==> src/rtl/pmu_ctrl.sv <==
// pmu_ctrl: packs serial bit pairs into 5-pair blocks, issues them to the PMU under survivor-slot
// credits, and drains/refreshes the pipeline at frame boundaries. Define PMU_CTRL_STATS_EN for stall_cycles.
//
// state     | meaning
// S_REFRESH | pulse refresh once, metrics re-initialised
// S_COLLECT | accept pairs, issue a block when 5 are held and a credit is free
// S_DRAIN   | frame complete, wait for every in-flight block to leave the PMU
module pmu_ctrl #(
   parameter int unsigned FRAME_BLOCKS = 4,
   parameter int unsigned SLOTS        = 8
) (
   input  logic        clk,
   input  logic        rst,
   input  logic [1:0]  pair_in,
   input  logic        pair_valid,
   output logic        pair_ready,
   output logic [1:0]  bit_pair_3,
   output logic [1:0]  bit_pair_4,
   output logic [1:0]  bit_pair_5,
   output logic [1:0]  bit_pair_6,
   output logic [1:0]  bit_pair_7,
   output logic        blk_valid,
   output logic [2:0]  write_pointer,
   output logic        refresh,
   input  logic        pmu_valid_out,
   input  logic        tb_free,
   output logic        frame_done,
   output logic [2:0]  inflight,
   output logic        err
`ifdef PMU_CTRL_STATS_EN
   ,
   output logic [15:0] stall_cycles
`endif
);

   localparam int unsigned CW       = $clog2(SLOTS + 1);
   localparam logic [CW-1:0] CRED_MAX = CW'(SLOTS);
   localparam logic [7:0]    LAST_BLK = 8'(FRAME_BLOCKS - 1);

   typedef enum logic [1:0] {
      S_REFRESH = 2'd0,
      S_COLLECT = 2'd1,
      S_DRAIN   = 2'd2
   } state_t;

   state_t          state_q, state_d;
   logic [2:0]      cnt_q, cnt_d;
   logic [4:0][1:0] pairs_q, pairs_d;
   logic [CW-1:0]   credits_q, credits_d;
   logic [7:0]      blk_cnt_q, blk_cnt_d;
   logic [2:0]      inflight_q, inflight_d;
   logic [2:0]      wp_q, wp_d;
   logic            err_q, err_d;
   logic            pair_ready_q, pair_ready_d;
   logic            blk_valid_q, blk_valid_d;
   logic            refresh_q, refresh_d;
   logic            frame_done_q, frame_done_d;

   logic accept;
   logic issue;
   logic last_blk;
   logic free_ok;
   logic done_ok;
   logic drained;

   always_comb begin
      accept   = pair_valid && pair_ready_q;
      issue    = (state_q == S_COLLECT) && (cnt_q == 3'd5) && (credits_q != '0);
      last_blk = issue && (blk_cnt_q == LAST_BLK);
      free_ok  = tb_free && (credits_q != CRED_MAX);
      done_ok  = pmu_valid_out && (inflight_q != 3'd0);
   end

   // Datapath next-state
   always_comb begin
      pairs_d = pairs_q;
      for (int i = 0; i < 5; i++) begin
         if (accept && (cnt_q == 3'(i))) begin
            pairs_d[i] = pair_in;
         end
      end

      cnt_d = cnt_q;
      if (issue) begin
         cnt_d = 3'd0;
      end else if (accept) begin
         cnt_d = cnt_q + 3'd1;
      end

      inflight_d = inflight_q;
      case ({blk_valid_q, done_ok})
         2'b10:   inflight_d = inflight_q + 3'd1;
         2'b01:   inflight_d = inflight_q - 3'd1;
         default: inflight_d = inflight_q;
      endcase
      drained = (inflight_d == 3'd0);

      credits_d = credits_q;
      case ({issue, free_ok})
         2'b10:   credits_d = credits_q - CW'(1);
         2'b01:   credits_d = credits_q + CW'(1);
         default: credits_d = credits_q;
      endcase

      blk_cnt_d = blk_cnt_q;
      if ((state_q == S_DRAIN) && drained) begin
         blk_cnt_d = 8'd0;
      end else if (issue) begin
         blk_cnt_d = blk_cnt_q + 8'd1;
      end

      wp_d  = wp_q + 3'(blk_valid_q);
      err_d = err_q | (tb_free && !free_ok) | (pmu_valid_out && !done_ok);
   end

   always_ff @(posedge clk) begin
      if (rst) begin
         state_q <= S_REFRESH;
      end else begin
         state_q <= state_d;
      end
   end

   always_comb begin
      state_d = state_q;
      case (state_q)
         S_REFRESH: if (refresh_q) state_d = S_COLLECT;
         S_COLLECT: if (last_blk)  state_d = S_DRAIN;
         S_DRAIN:   if (drained)   state_d = S_REFRESH;
         default:                  state_d = S_REFRESH;
      endcase
   end

   // Outputs are registered, so each is decoded one cycle ahead from the next state
   always_comb begin
      refresh_d    = (state_q == S_REFRESH) && !refresh_q;
      frame_done_d = (state_q == S_DRAIN) && drained;
      pair_ready_d = (state_d == S_COLLECT) && (cnt_d != 3'd5);
      blk_valid_d  = issue;
   end

   always_ff @(posedge clk) begin
      if (rst) begin
         cnt_q        <= 3'd0;
         pairs_q      <= '0;
         credits_q    <= CRED_MAX;
         blk_cnt_q    <= 8'd0;
         inflight_q   <= 3'd0;
         wp_q         <= 3'd0;
         err_q        <= 1'b0;
         pair_ready_q <= 1'b0;
         blk_valid_q  <= 1'b0;
         refresh_q    <= 1'b0;
         frame_done_q <= 1'b0;
      end else begin
         cnt_q        <= cnt_d;
         pairs_q      <= pairs_d;
         credits_q    <= credits_d;
         blk_cnt_q    <= blk_cnt_d;
         inflight_q   <= inflight_d;
         wp_q         <= wp_d;
         err_q        <= err_d;
         pair_ready_q <= pair_ready_d;
         blk_valid_q  <= blk_valid_d;
         refresh_q    <= refresh_d;
         frame_done_q <= frame_done_d;
      end
   end

`ifdef PMU_CTRL_STATS_EN
   logic [15:0] stall_q, stall_d;

   always_comb begin
      stall_d = stall_q;
      if ((state_q == S_COLLECT) && (cnt_q == 3'd5) && (credits_q == '0) && (stall_q != 16'hFFFF)) begin
         stall_d = stall_q + 16'd1;
      end
   end

   always_ff @(posedge clk) begin
      if (rst) begin
         stall_q <= 16'd0;
      end else begin
         stall_q <= stall_d;
      end
   end

   assign stall_cycles = stall_q;
`endif

   assign pair_ready    = pair_ready_q;
   assign bit_pair_3    = pairs_q[0];
   assign bit_pair_4    = pairs_q[1];
   assign bit_pair_5    = pairs_q[2];
   assign bit_pair_6    = pairs_q[3];
   assign bit_pair_7    = pairs_q[4];
   assign blk_valid     = blk_valid_q;
   assign write_pointer = wp_q;
   assign refresh       = refresh_q;
   assign frame_done    = frame_done_q;
   assign inflight      = inflight_q;
   assign err           = err_q;

endmodule

==> config.mk <==
export PLATFORM = sky130hd
export DESIGN_NAME = pmu_ctrl
export DESIGN_NICKNAME = d
export VERILOG_FILES = /design/src/rtl/pmu_ctrl.sv
export SDC_FILE = /design/constraint.sdc
export NUM_CORES = 1
export LEC_CHECK = 0
export ABC_CLOCK_PERIOD_IN_PS = 3200
export CAP_MARGIN = 25
export CORE_MARGIN = 8
export CORE_UTILIZATION = 53
export DETAILED_ROUTE_END_ITERATION = 10
export HOLD_SLACK_MARGIN = 0.03
export PLACE_DENSITY = 0.82
export SYNTH_ARGS = -nofsm -noshare
export SYNTH_HDL_FRONTEND = slang
export SYNTH_SLANG_ARGS = --single-unit
==> constraint.sdc <==
create_clock -name clk -period 3.2 [get_ports clk]
set_input_delay 0.48 -clock clk [delete_from_list [all_inputs] [get_ports clk]]
set_output_delay 0.48 -clock clk [all_outputs]
set_load 0.1 [all_outputs]
## Word-level counts from Yosys, hierarchy flattened

Index checks and enable logic that the tools add are counted.

- Mux-type cells: 8
- $mul: 0
- Equal/unequal tests: 15
- Bitwise gates (word level): 2
- Add/sub/neg operators: 7
- Magnitude comparators: 0
- Divide/modulo/power cells: 0
- Reduce and logical (&&, ||, !) cells: 26
- Shift-type cells: 0

Operators by type and width:

| kind | count |
|---|---|
| 1-bit logical AND | 16 |
| 8-bit by 1-bit adder with 8-bit output (second input constant) | 1 |
| 2-bit by 1-bit equality test with 1-bit output (second input constant) | 4 |
| 8-bit by 2-bit equality test with 1-bit output (second input constant) | 1 |
| 4-bit case mux with 2 select lines | 1 |
| 3-bit by 1-bit adder with 3-bit output (second input constant) | 2 |
| 2-bit equality test (second input constant) | 3 |
| 3-bit by 2-bit equality test with 1-bit output (second input constant) | 2 |
| 3-bit equality test (second input constant) | 2 |
| 3-bit zero test | 2 |
| 2-bit two-way mux | 3 |
| 3-bit two-way mux | 2 |
| 2-bit case mux with 3 select lines | 1 |
| 3-bit case mux with 2 select lines | 1 |
| 4-bit by 1-bit adder with 4-bit output (second input constant) | 1 |
| 4-bit != test (second input constant) | 1 |
| 4-bit nonzero test | 1 |
| 4-bit by 1-bit subtractor with 4-bit output (second input constant) | 1 |
| 3-bit by 1-bit adder with 3-bit output | 1 |
| 3-bit by 1-bit equality test with 1-bit output (second input constant) | 1 |
| 1-bit zero test | 3 |
| 3-bit != test (second input constant) | 1 |
| 3-bit nonzero test | 1 |
| 3-bit by 1-bit subtractor with 3-bit output (second input constant) | 1 |
| other kinds (4) | 5 |

- Memories kept: 0
- Register bits after elaboration: 38
- Memory bits (read-only): 0
- Bits in latches: 0
- Memory bits (writable): 0
- Input bits: 7

## Logic depth before layout (Yosys ltp)

Gate-level depths: netlist (run 1).

- Depth in word-level cells: 9
- Gate-level depth with buffers: 12
- Mapped depth without buffers: 12

## Least setup slack after synthesis (run 1)

OpenSTA, ideal clock, no wires.

- Path kind: reg2reg
- Start: register inflight_q[0] (netlist: inflight[0])
- End: register blk_cnt_q[0]
- Data required time: 3.079 ns
- Arrival time: 2.685 ns
- Path buffers: 0
- Setup slack: 0.394 ns
- Cell stages (with the launch flop): 10
- Cells stage by stage: dfxtp_1 -> nor3_1 -> nor2b_1 -> ha_1 -> inv_1 -> fa_1 -> xnor2_1 -> mux2i_1 -> a41o_1 -> nor2_1

- Word-level cells in the longest chain between the ends: 7
- Elaborated cells on any way between the ends: 10
- Those cells by class: 2 x add/sub; 2 x eq/ne; 1 x mux; 5 x reduce/logical

Ends and longest elaborated chain:

| what | line | source |
|---|---|---|
| start: declaration | 51 | `logic [2:0] inflight_q, inflight_d;` |
| start signal: assignment | 160 | `inflight_q <= inflight_d;` |
| branches (longest 3 deep; another with 3-bit by 1-bit subtractor with 3-bit output) | -- |  |
| 3-bit case mux with 2 select lines (*) | 91 | `case ({blk_valid_q, done_ok})` |
| 3-bit zero test (*) | 96 | `drained = (inflight_d == 3'd0);` |
| 1-bit logical AND (*) | 106 | `if ((state_q == S_DRAIN) && drained) begin` |
| 2-bit OR reduction (no source line) (*) | -- |  |
| end signal: assignment | 159 | `blk_cnt_q <= blk_cnt_d;` |
| end: declaration | 50 | `logic [7:0] blk_cnt_q, blk_cnt_d;` |

Every way passes the cells marked *.
A chain may end at the register's enable or synchronous reset.

## Worst setup path after layout (run 1)

- Start: register cnt_q[1]
- End: register credits_q[3]

- Word-level cells in the longest chain between the ends: 5
- Elaborated cells on any way between the ends: 7
- Those cells by class: 3 x eq/ne; 1 x mux; 3 x reduce/logical

Ends and longest elaborated chain:

| what | line | source |
|---|---|---|
| start: declaration | 47 | `logic [2:0] cnt_q, cnt_d;` |
| start signal: assignment | 156 | `cnt_q <= cnt_d;` |
| 3-bit equality test (*) | 68 | `issue = (state_q == S_COLLECT) && (cnt_q == 3'd5) && (credits_q != '0);` |
| 1-bit logical AND (*) (2 in series) | 68 |  |
| 2-bit by 1-bit equality test with 1-bit output / 2-bit equality test (equally long branches) | 99 | `case ({issue, free_ok})` |
| 4-bit case mux with 2 select lines / 2-bit nonzero test (equally long branches) | -- |  |
| end signal: assignment | 158 | `credits_q <= credits_d;` |
| end: declaration | 49 | `logic [CW-1:0] credits_q, credits_d;` |

Mark *: on every way between the ends. The rest lies on a longest branch, timed or not.

==> results of run 1 <==
==> cells in the final DEF (no fill, tap or decap) <==
cell,instances
dfxtp_1,38
nor2_1,25
clkdlybuf4s50_1,20
nand2_1,14
inv_1,13
nand3_1,13
a21oi_1,13
xnor2_1,12
ha_1,12
nor3_1,11
mux2i_1,8
buf_4,8
nor2b_1,7
nor4_1,5
clkbuf_4,5
nand4_1,3
or4_1,2
xor2_1,2
fa_1,2
clkinv_2,2
nand4b_4,1
nor4_4,1
nor2_2,1
a21boi_0,1
o211ai_1,1
nor3_2,1
and3_1,1
and3b_1,1
a22o_1,1
a32o_1,1
a211oi_1,1
a31oi_1,1
a41o_1,1
bufinv_16,1
==> registers in the layout, summed over array words and instances, names as in the netlist <==
register and count:
bit_pair_5 2, bit_pair_6 2, cnt_q 3, err 1
frame_done 1, blk_cnt_q 8, refresh 1, write_pointer 3
credits_q 4, blk_valid 1, bit_pair_4 2, state_q 2
bit_pair_3 2, bit_pair_7 2, inflight 3, pair_ready 1
==> stage by stage <==
stage               cells  total power, mW  setup slack [ns]  cell area, um^2
floorplan             198           0.8780            0.3935             1795
global placement      267           0.9494            0.4720             2095
detailed placement    267           0.9614            0.3703             2095
CTS                   275            1.282            0.4279             2172
global route          275            1.346            0.2115             2172
finish                275            1.271            0.4548             2172
==> Yosys cell counts (3+ instances only) <==
cell type / n / area share (%)
dfxtp_1: 38 / 42
nor2_1: 25 / 5.2
nand2_1: 14 / 2.9
a21oi_1: 13 / 3.6
inv_1: 13 / 2.7
nand3_1: 13 / 3.6
ha_1: 12 / 8.4
xnor2_1: 12 / 5.9
nor3_1: 11 / 3.1
mux2i_1: 8 / 4.5
nor2b_1: 7 / 2.4
nor4_1: 5 / 1.7
clkbuf_1: 4 / 0.84
nand4_1: 3 / 1.0
==> where the power goes <==
group | internal, mW | leakage, nW | total, mW | switching (mW)
clock network | 0.162 | 0.0450 | 0.321 | 0.159
logic | 0.143 | 0.509 | 0.400 | 0.256
registers | 0.505 | 0.308 | 0.550 | 0.0453
total | 0.810 | 0.862 | 1.27 | 0.461
==> per-layer routing <==
layer	vias up	global-route usage [%]
li1	737	-
met3	4	4.852
met5	-	0
met4	0	5.987
met2	29	22.36
met1	664	16.36
==> how the worst max path moves through the flow <==
stage / start / to / slack (ns) / cells past startpoint
global placement: pmu_valid_out / blk_cnt_q[7] / 0.47 / 9
global route: cnt_q[1] / credits_q[3] / 0.21 / 12
CTS: cnt_q[1] / credits_q[3] / 0.43 / 12
floorplan: inflight[0] / blk_cnt_q[0] / 0.39 / 9
finish: cnt_q[1] / credits_q[3] / 0.45 / 12
detailed placement: pmu_valid_out / blk_cnt_q[0] / 0.37 / 9
==> critical path: cells and delay by family (launching register included) <==
kind,cells,cell delay [ns]
adder cells (fa/ha/maj),3,0.79
AND/OR/NAND/NOR,2,0.50
AO/OA/AOI/OAI,3,0.47
flip-flops,1,0.36
buffers and inverters,3,0.36
multiplexers,1,0.19
==> cell type report <==
class	count	share of cell area, %
Sequential cell	38	35.02
Multi-Input combinational cell	142	44.53
Tap cell	46	2.650
Inverter	13	2.247
Timing Repair Buffer	28	11.98
Clock inverter	3	1.843
Clock buffer	5	1.728
==> kinds of logic (layout without fill, tap and decap cells) <==
group,count (synthesis),in the layout
muxes,8,8
adders and majority gates,14,14
DFF,38,38
and+or+nand+nor,86,86
AOI/OAI and AO/OA,20,20
buffers and inverters,18,49
xor gates and xnor gates,14,14
==> results.json, run 1 <==
{
  "synth_mux_area_share_pct": 4.460,
  "critPathKind": "reg -> reg",
  "min_from": "bit_pair_3[0]",
  "holdWs_ns": 0.4617,
  "setup_tns_ns": 0,
  "setup_violations": 0,
  "area_growth_syn_to_layout_pct": 20.98,
  "grt-ovfl-total": 0,
  "ys.flop_type": "dfxtp_1",
  "met1_length_um": 1524,
  "seq_area_frac_synth_pct": 42.37,
  "fin_crit_sh_pct": 85.79,
  "design.core.area_um2": 3284,
  "status": "completed",
  "grt_pass1_wl_um": 5975,
  "drt_drc_violations_left": 0,
  "irDropWorstVdd_mv": 0.3174,
  "hold_depth": 2,
  "min_to": "bit_pair_3[0]",
  "numCtsBuffers": 5,
  "vias_per_cell": 5.215,
  "synth_edf_count": 0,
  "hold_buffers": 0,
  "grt_max_degree": 32,
  "worst_pin_slew_ns": 0.9759,
  "fp-row-count": 21,
  "top_layer_used": "met4",
  "reg2reg_slack_ns": 0.45,
  "multi_input_area_um2": 967.2,
  "arrival_ns": 3.03,
  "grt_pass1_vias": 1363,
  "place.gp.congestion": 0.7689,
  "crit_path_start_kind": "flip-flop",
  "netlist_area_um2": 1795,
  "drv_slew": 0,
  "fin_skew_ns": 0.01129,
  "p_leak_nw": 0.8617,
  "ys_ff_latch": 38,
  "synth_compound_area_share_pct": 6.829,
  "syn-num-nets": 219,
  "yosys.area_share.simple_pct": 25.16,
  "antenna_left": 0,
  "htree_levels": 2,
  "postCtsSetupRepairBufs": 0,
  "synth_area_per_cell_um2": 9.068,
  "vias": 1434,
  "synth_xor_area_share_pct": 6.829,
  "clk_latency_ns": 0.35,
  "min_path_type": "reg -> reg",
  "clk_path_buf_depth": 2,
  "rr_worst_depth": 12,
  "worstPathRequired_ns": 3.48,
  "reg2reg_to": "credits_q[3]",
  "layout-drive-gt1-share_pct": 8.734,
  "powerDensity_nw_per_um2": 584.9,
  "port_buffers": 27,
  "relSlewSlack_pct": 34.74,
  "cts-root-buf": "clkbuf_4",
  "synthCells": 198,
  "synth_top_family_by_area": "simple AND/OR/NAND/NOR gates",
  "dieArea_um2": 5506,
  "cts_tree": "done",
  "dp_hpwl_um": 2535,
  "r2r_start": "cnt_q[1]",
  "dr.pass1.iters": 4,
  "max_stage_delay_ns": 0.36,
  "ios": 28,
  "timing.critical_path.cells": "inv_1 -> ha_1 -> nand4b_4 -> nor2_2 -> inv_1 -> ha_1 -> inv_1 -> ha_1 -> a21oi_1 -> a211oi_1 -> a31oi_1 -> mux2i_1",
  "die_h_um": 74.21,
  "synth-adder-area-share_pct": 10.59,
  "nets": 249,
  "cts_resized": 0,
  "initial_utilization_pct": 54.67,
  "route.met3.wl_um": 212,
  "crit_slowest_cell": "dfxtp_1",
  "fill_cells": 276,
  "seqCellArea_um2": 760.7,
  "wl_met2_um": 1579,
  "routedWlPerCell_um": 12.23,
  "die_w_um": 74.21,
  "synth_cell_types": 31,
  "fmax_mhz": 364.3,
  "ys_async_sr_fraction_pct": 0,
  "crit_fanout": 7,
  "hold_viol": 0,
  "path_clk_slew_ns": 0.11,
  "grt_usage_pct": 13.93,
  "routed_wl_um": 3364,
  "drt-initial-drc-count": 59,
  "end_kind": "flip-flop",
  "max_cap_violations": 0,
  "clock-sinks": 38,
  "min_period_ns": 2.745,
  "rsz0062_at_grt": "no",
  "antenna_found_initial": 0,
  "finish.utilization_pct": 66.13,
  "yosysWarnings": 0,
  "insertedDiodeCount": 0
}
(Power assumes the default switching activity.)
==> run 2, diff against run 1 <==
- CORE_UTILIZATION: 53 -> 55
- CTS_BUF_LIST: default -> sky130_fd_sc_hd__clkbuf_8
- PLACE_DENSITY: 0.82 -> 0.84
==> results.json, run 2 (synthesis gave the netlist of run 1 again) <==
{
  "status": "completed",
  "hold_depth": 2,
  "reg.largest.list": "blk_cnt_q (8), credits_q (4)",
  "hold_buffers": 0,
  "min_from": "bit_pair_5[1]",
  "grt_usage_pct": 14.75,
  "drv_slew": 0,
  "routedWlPerCell_um": 12.39,
  "htree_levels": 2,
  "critPathKind": "reg -> reg",
  "relSlewSlack_pct": 34.52,
  "dp_hpwl_um": 2513,
  "p_leak_nw": 0.8767,
  "worst_pin_slew_ns": 0.9791,
  "drt_drc_violations_left": 0,
  "dr.pass1.iters": 4,
  "antenna_left": 0,
  "place.gp.congestion": 0.8629,
  "layout_common_cells": "38 x dfxtp_1, 25 x nor2_1, 19 x clkdlybuf4s50_1",
  "irDropWorstVdd_mv": 0.4600,
  "antenna_found_initial": 0,
  "rsz0062_at_grt": "no",
  "clk_latency_ns": 0.29,
  "vias": 1428,
  "min_period_ns": 2.538,
  "cts_resized": 0,
  "seqCellArea_um2": 760.7,
  "crit_start": "cnt_q[1]",
  "setup_slack_ns": 0.6617,
  "grt_pass1_vias": 1493,
  "crit_path_start_kind": "flip-flop",
  "r2r_start": "cnt_q[1]",
  "cts_tree": "done",
  "arrival_ns": 2.76,
  "min_path_type": "reg -> reg",
  "clock-sinks": 38,
  "nets": 250,
  "numCtsBuffers": 5,
  "fin_crit_sh_pct": 79.32,
  "max_cap_violations": 0,
  "path_clk_slew_ns": 0.07,
  "regMostFlops": "blk_cnt_q",
  "rr_worst_depth": 12,
  "area_growth_syn_to_layout_pct": 21.88,
  "grt-ovfl-total": 0,
  "worstPathRequired_ns": 3.42,
  "postCtsSetupRepairBufs": 0,
  "fmax_mhz": 394.0,
  "drt-initial-drc-count": 58,
  "die_h_um": 73.14,
  "initial_utilization_pct": 58.33,
  "cts-root-buf": "clkbuf_8",
  "fp-row-count": 20,
  "clk_path_buf_depth": 2,
  "design.core.area_um2": 3078,
  "hold_viol": 0,
  "vias_per_cell": 5.212,
  "layout-drive-gt1-share_pct": 9.130,
  "p_total_mw": 1.275,
  "grt_max_degree": 20,
  "powerDensity_nw_per_um2": 582.5,
  "routed_wl_um": 3396,
  "die_w_um": 73.14,
  "ios": 28,
  "grt_pass1_wl_um": 6223,
  "setup_tns_ns": 0,
  "fill_cells": 244,
  "setup_violations": 0,
  "fin_skew_ns": 0.004731,
  "insertedDiodeCount": 0,
  "largest_reg_flops": 8,
  "dieArea_um2": 5349,
  "pre_cts_ws_ns": 0.4385,
  "multi_input_area_um2": 967.2,
  "mostFrequentLayoutCell": "dfxtp_1",
  "end_kind": "flip-flop",
  "port_buffers": 27,
  "crit_fanout": 7
}
[run 2: worst max-delay path, cell delays in order, from the launching register on]
cell and delay [ns]:
dfxtp_1 0.34, inv_1 0.10, ha_1 0.28, nand4b_4 0.19, nor2_2 0.17, inv_1 0.08, ha_1 0.21, inv_1 0.12
ha_1 0.28, a21oi_1 0.20, a211oi_1 0.10, a31oi_1 0.19, mux2i_1 0.19
[run 2: worst paths after layout]
| kind | end | slack (ns) |
|---|---|---|
| worst max-delay path | credits_q[3] | 0.66 |
| worst max register to register | credits_q[3] | 0.66 |
| worst min register to register | bit_pair_5[1] | 0.45 |
| worst min-delay path | bit_pair_5[1] | 0.45 |
[run 2: power breakdown]
group / internal, mW / total [mW] / switching (mW)
Sequential: 0.505 / 0.551 / 0.0467
Clock: 0.170 / 0.328 / 0.158
Combinational: 0.143 / 0.395 / 0.252
Total: 0.818 / 1.27 / 0.457
[run 2: metal layers]
metal | GRT usage (%) | wire [um] | up-vias
li1 | - | - | 740
met1 | 16.08 | 1582 | 657
met2 | 24.23 | 1533 | 26
met3 | 6.181 | 234 | 5
met4 | 6.667 | 46 | 0
met5 | 0 | 0 | -
[run 2: cell type report]
type | count | share of cell area [%]
repair buffers | 29 | 12.12
well taps | 44 | 2.516
multi-input cells | 142 | 44.20
flip-flops and latches | 38 | 34.76
clock inverters | 2 | 0.4002
inverters | 13 | 2.230
clock buffers | 6 | 3.774
[run 2: stage by stage]
| step | hold slack [ns] | utilization [%] | cells | instance area (um^2) |
|---|---|---|---|---|
| final | 0.4524 | 71.10 | 274 | 2188 |
| after global routing | 0.4738 | 71.10 | 274 | 2188 |
| after CTS | 0.4592 | 71.10 | 274 | 2188 |
| after detailed placement | 0.4492 | 68.13 | 266 | 2097 |
| after global placement | 0.4438 | 68.13 | 266 | 2097 |
| after floorplan | 0.4486 | - | 198 | 1795 |
